## src/rtl/can_opb_master.sv

```systemverilog
// can_opb_master
//   Single-outstanding OPB master for a four-channel CAN_IF block.
//   It accepts a request, then drives a one-cycle read or write strobe to
//   one channel. Read data is captured READ_LAT cycles after the read
//   strobe. The completion is then held until the consumer takes it.
//
//   state   | meaning
//   IDLE    | ready for a request (REQ_READY high)
//   WR_STB  | CANx_WE high for the latched channel
//   RD_STB  | CANx_RE high for the latched channel
//   RD_WAIT | counting down the remaining read latency
//   RSP     | completion presented (RSP_VALID high)
//
// Ports
//   OPB_CLK, OPB_RST_N        clock, async active-low reset
//   REQ_*                     request handshake and fields (wr, ch, ofs, wdata)
//   RSP_*                     completion handshake, wr echo, read data
//   OPB_ADDR, OPB_DO          bus address / write data to CAN_IF
//   CANx_RE, CANx_WE          per-channel read/write strobes
//   CANx_DO                   per-channel read data from CAN_IF
module can_opb_master #(
  parameter int unsigned READ_LAT = 2
) (
  input  logic        OPB_CLK,
  input  logic        OPB_RST_N,
  input  logic        REQ_VALID,
  output logic        REQ_READY,
  input  logic        REQ_WR,
  input  logic [1:0]  REQ_CH,
  input  logic [10:0] REQ_OFS,
  input  logic [31:0] REQ_WDATA,
  output logic        RSP_VALID,
  input  logic        RSP_READY,
  output logic        RSP_WR,
  output logic [31:0] RSP_RDATA,
  output logic [15:0] OPB_ADDR,
  output logic [31:0] OPB_DO,
  output logic        CAN1_RE,
  output logic        CAN2_RE,
  output logic        CAN3_RE,
  output logic        CAN4_RE,
  output logic        CAN1_WE,
  output logic        CAN2_WE,
  output logic        CAN3_WE,
  output logic        CAN4_WE,
  input  logic [31:0] CAN1_DO,
  input  logic [31:0] CAN2_DO,
  input  logic [31:0] CAN3_DO,
  input  logic [31:0] CAN4_DO
);

  typedef enum logic [2:0] {
    S_IDLE,
    S_WR_STB,
    S_RD_STB,
    S_RD_WAIT,
    S_RSP
  } state_t;

  // RD_STB already accounts for one cycle of latency, so RD_WAIT counts the
  // remaining READ_LAT-1 cycles; the load value reaching zero means the
  // next edge is the sample edge.
  localparam logic [3:0] LAT_LOAD = (READ_LAT >= 2) ? 4'(READ_LAT - 2) : 4'd0;

  state_t      state;
  logic        req_ready_q;
  logic        rsp_valid_q;
  logic        rsp_wr_q;
  logic [31:0] rsp_rdata_q;
  logic [15:0] opb_addr_q;
  logic [31:0] opb_do_q;
  logic [3:0]  re_q;
  logic [3:0]  we_q;
  logic [1:0]  ch_q;
  logic [3:0]  lat_cnt;
  logic [31:0] sel_do;

  always_comb begin
    sel_do = CAN1_DO;
    case (ch_q)
      2'd0:    sel_do = CAN1_DO;
      2'd1:    sel_do = CAN2_DO;
      2'd2:    sel_do = CAN3_DO;
      default: sel_do = CAN4_DO;
    endcase
  end

  always_ff @(posedge OPB_CLK or negedge OPB_RST_N) begin
    if (!OPB_RST_N) begin
      state       <= S_IDLE;
      req_ready_q <= 1'b0;
      rsp_valid_q <= 1'b0;
      rsp_wr_q    <= 1'b0;
      rsp_rdata_q <= '0;
      opb_addr_q  <= '0;
      opb_do_q    <= '0;
      re_q        <= '0;
      we_q        <= '0;
      ch_q        <= '0;
      lat_cnt     <= '0;
    end else begin
      // strobes are single-cycle pulses set only at acceptance
      re_q <= '0;
      we_q <= '0;
      case (state)
        S_IDLE: begin
          if (REQ_VALID && req_ready_q) begin
            req_ready_q <= 1'b0;
            ch_q        <= REQ_CH;
            rsp_wr_q    <= REQ_WR;
            rsp_rdata_q <= '0;
            opb_addr_q  <= {1'b0, 4'b0001 << REQ_CH, REQ_OFS};
            if (REQ_WR) begin
              opb_do_q     <= REQ_WDATA;
              we_q[REQ_CH] <= 1'b1;
              state        <= S_WR_STB;
            end else begin
              re_q[REQ_CH] <= 1'b1;
              state        <= S_RD_STB;
            end
          end else begin
            req_ready_q <= 1'b1;
          end
        end
        S_WR_STB: begin
          rsp_valid_q <= 1'b1;
          state       <= S_RSP;
        end
        S_RD_STB: begin
          if (READ_LAT == 1) begin
            rsp_rdata_q <= sel_do;
            rsp_valid_q <= 1'b1;
            state       <= S_RSP;
          end else begin
            lat_cnt <= LAT_LOAD;
            state   <= S_RD_WAIT;
          end
        end
        S_RD_WAIT: begin
          if (lat_cnt == 4'd0) begin
            rsp_rdata_q <= sel_do;
            rsp_valid_q <= 1'b1;
            state       <= S_RSP;
          end else begin
            lat_cnt <= lat_cnt - 4'd1;
          end
        end
        S_RSP: begin
          if (RSP_READY) begin
            rsp_valid_q <= 1'b0;
            req_ready_q <= 1'b1;
            state       <= S_IDLE;
          end
        end
        default: state <= S_IDLE;
      endcase
    end
  end

  assign REQ_READY = req_ready_q;
  assign RSP_VALID = rsp_valid_q;
  assign RSP_WR    = rsp_wr_q;
  assign RSP_RDATA = rsp_rdata_q;
  assign OPB_ADDR  = opb_addr_q;
  assign OPB_DO    = opb_do_q;
  assign CAN1_RE   = re_q[0];
  assign CAN2_RE   = re_q[1];
  assign CAN3_RE   = re_q[2];
  assign CAN4_RE   = re_q[3];
  assign CAN1_WE   = we_q[0];
  assign CAN2_WE   = we_q[1];
  assign CAN3_WE   = we_q[2];
  assign CAN4_WE   = we_q[3];

endmodule

```

## config.mk

```make
export PLATFORM = sky130hd
export DESIGN_NAME = can_opb_master
export DESIGN_NICKNAME = d
export VERILOG_FILES = /design/src/rtl/can_opb_master.sv
export SDC_FILE = /design/constraint.sdc
export NUM_CORES = 1
export LEC_CHECK = 0
export BUFFER_PORTS_ARGS = -buffer_cell sky130_fd_sc_hd__buf_2
export CORE_AREA = 2 2 107 109
export DETAILED_ROUTE_END_ITERATION = 10
export DIE_AREA = 0 0 109 111
export HOLD_SLACK_MARGIN = 0.05
export PLACE_DENSITY = 0.8
export SLEW_MARGIN = 20
export SYNTH_ARGS = -nofsm -noshare
export SYNTH_HDL_FRONTEND = slang
export SYNTH_SLANG_ARGS = --single-unit
```

## constraint.sdc

```tcl
create_clock -name OPB_CLK -period 2.1 [get_ports OPB_CLK]
set_clock_uncertainty 0.15 [all_clocks]
set_input_delay 0.21 -clock OPB_CLK [delete_from_list [all_inputs] [get_ports OPB_CLK]]
set_output_delay 0.21 -clock OPB_CLK [all_outputs]
set_load 0.005 [all_outputs]
```

==> impl_metrics.ini <==
[timing]
final-hold-violation-count = 0
finalSetupViolCount = 0
timing.final.crit_share = 0.915
rsz0062_at_grt = false
slew_violations = 0
final.setup.worst_slack_ns = 0.178
max_freq_ghz = 0.520
hold_ws_ns = 0.144
fin_crit_ns = 1.92
setup-tns-final_ns = 0

[min_path]
holdPathEnd = state[1]$_DFFE_PN0P_
whs_path_depth = 4
hold_class = primary input to flip-flop
hp-start = REQ_VALID

[clocking]
cts_sinks = 99
cts_max_path_buffers = 2
cts_tree = built
root_buffer = clkbuf_16
clk_pin_slew_ns = 0.07
cts_made_buffers = 9
htree_num_levels = 3
clkLatencyLatePin_ns = 0.33

[global_route]
grt_overflow = 0
antenna_found_initial = 0
grt_pass1_wl_um = 21700
grt_usage = 0.230
grt_pass1_vias = 4631
grt_max_degree = 67

[logic_synthesis]
ys_seq_area_frac = 0.514
syn-num-nets = 519
netlist_area_um2 = 4820
synth-edff-count = 0
ys_ff_latch = 99
yosys_warnings = 0
syn_area_per_cell_um2 = 14.2
yosysUniqueCellTypes = 41
synthCells = 339
synth_flop_cell = dfrtp_1
async_reset_ff_frac = 1.00

[setup_path]
critPathKind = flip-flop to flip-flop
setup.worst_path.start_class = flip-flop
crit_chain = inv_1 > ha_1 > and4bb_4 > nand2_1 > buf_4 > a31o_2
r2r_end = RSP_RDATA[1]$_DFFE_PN0P_
critPathMaxFanout = 32
setup.worst_path.end_class = flip-flop
worst_path_max_delay_cell = dfrtp_1
worstRegToRegCells = 6
reg2reg_slack_ns = 0.18
worst_path_largest_cell_delay_ns = 0.39
critPathArrivalTime_ns = 1.99
crit_required_ns = 2.16
timing.rr.start = lat_cnt[0]$_DFFE_PN0P_

[outcome]
status = complete, no violations

[routing]
wire_per_inst_um = 17.3
via_per_inst = 5.27
dr.pass1.iters = 4
postRouteAntennaNets = 0
num_vias = 4207
drc = 0
drtIter0Drc = 212
finalWirelength_um = 13800

[floorplanning]
rows = 39
start_util = 0.435
die_w_um = 109
ios = 269
die_h_um = 111
dieArea_um2 = 12100
core_um2 = 11100

[placed_design]
gp_congestion = 0.813
place_ws_ns = 0.142
place.port_buffers = 267
dp_hpwl_um = 9730
placed_area_um2 = 6340

[cells_and_area]
final_cell_mix = buf_2 (266), dfrtp_1 (98), dlygate4sd3_1 (48)
fin_nets = 831
antennaDiodeCount = 0
area_growth_pct = 48.2
layout-drive-gt1-share = 0.564
final_area_um2 = 7150
final_common_cell = buf_2

[run]
drv_cap = 0

[pwr]
p_per_area_nw_per_um2 = 1210
ir_drop_v = 0.000593
p_leak_nw = 3.65
-- registers in the layout (all words and copies together), names as in the netlist, 2 cells and up --
| signal | count |
|---|---|
| ch_q | 2 |
| lat_cnt | 4 |
| we_q | 4 |
| re_q | 4 |
| state | 3 |
| OPB_ADDR | 15 |
| OPB_DO | 32 |
| RSP_RDATA | 32 |
-- synthesized netlist by cell type (all sizes together) (2+ instances only) --
cell type / count / share of area
nand3: 2 / 0.0021
nand2b: 5 / 0.0065
nand2: 8 / 0.0062
nor3: 9 / 0.012
a31o: 32 / 0.058
o21ai: 9 / 0.0093
a21oi: 4 / 0.0042
buf: 20 / 0.033
mux4: 32 / 0.15
a21o: 2 / 0.0031
dfrtp: 99 / 0.51
inv: 6 / 0.0047
or3: 2 / 0.0026
nor2: 4 / 0.0031
and3: 32 / 0.042
mux2: 45 / 0.11
clkbuf: 9 / 0.0070
ha: 2 / 0.0052
nor4: 2 / 0.0026
o31ai: 2 / 0.0031
-- worst max-delay path by stage --
| stage | startpoint | to | slack (ns) |
|---|---|---|---|
| 2_1_floorplan | state[1]$_DFFE_PN0P_ | OPB_ADDR[10]$_DFFE_PN0P_ | 0.35 |
| 3_3_place_gp | lat_cnt[0]$_DFFE_PN0P_ | RSP_RDATA[1]$_DFFE_PN0P_ | 0.20 |
| 3_5_place_dp | lat_cnt[0]$_DFFE_PN0P_ | RSP_RDATA[1]$_DFFE_PN0P_ | 0.14 |
| 4_1_cts | lat_cnt[0]$_DFFE_PN0P_ | RSP_RDATA[1]$_DFFE_PN0P_ | 0.13 |
| 5_1_grt | lat_cnt[0]$_DFFE_PN0P_ | RSP_RDATA[1]$_DFFE_PN0P_ | 0.06 |
| 6_report | lat_cnt[0]$_DFFE_PN0P_ | RSP_RDATA[1]$_DFFE_PN0P_ | 0.18 |
-- worst max-delay path: cells and delay by family, from the launching register on --
family / cells / cell delay (ns)
adders and majority gates: 1 / 0.21
and+or+nand+nor: 2 / 0.41
DFF: 1 / 0.39
AOI/OAI and AO/OA: 1 / 0.28
buffers and inverters: 2 / 0.36
-- final cells by class --
cell class / instances / area [um2]
Fill cell: 833 / 3930
Sequential cell: 99 / 2480
Multi-Input combinational cell: 205 / 2130
Timing Repair Buffer: 330 / 2020
Clock buffer: 9 / 225
Tap cell: 143 / 179
Clock inverter: 7 / 92.6
Inverter: 6 / 22.5
-- cells by family (layout without fill, tap and decap cells) --
group	Yosys count	count (layout)	share of synthesized area
AO/OA/AOI/OAI	53	53	0.0846
adder cells (fa/ha/maj)	2	2	0.00519
buffers and inverters	35	352	0.0452
flip-flops	99	99	0.514
multiplexers	77	77	0.257
other	1	1	0.000778
AND/OR/NAND/NOR	72	72	0.0934
-- per-layer routing --
metal / global-route usage / wire (um) / vias to the layer above
met2: 0.415 / 7190 / 179
met4: 0.111 / 445 / 0
met5: 0 / 0 / -
li1: - / - / 1919
met3: 0.0400 / 855 / 41
met1: 0.257 / 5340 / 2068
-- through the flow --
step / power [mW] / util / std cells
2_1_floorplan: 5.42 / - / 339
3_3_place_gp: 6.76 / 0.573 / 735
3_5_place_dp: 6.92 / 0.573 / 735
4_1_cts: 8.71 / 0.645 / 799
5_1_grt: 9.23 / 0.645 / 799
6_report: 8.68 / 0.645 / 799
-- report_power, final --
group	switching [mW]	internal, mW
Combinational	1.56	2.18
Clock	0.759	0.956
Sequential	0.500	2.72
Total	2.82	5.86
-- repair_timing --
| item | in CTS | in global routing |
|---|---|---|
| gates resized for setup | 0 | 1 |
| hold buffers | 48 | 0 |
| hold endpoints to repair | 84 | 0 |
| setup endpoints to repair | 0 | 1 |
| buffers inserted | 0 | 0 |
Note: power is estimated with default switching activity, not from simulation.
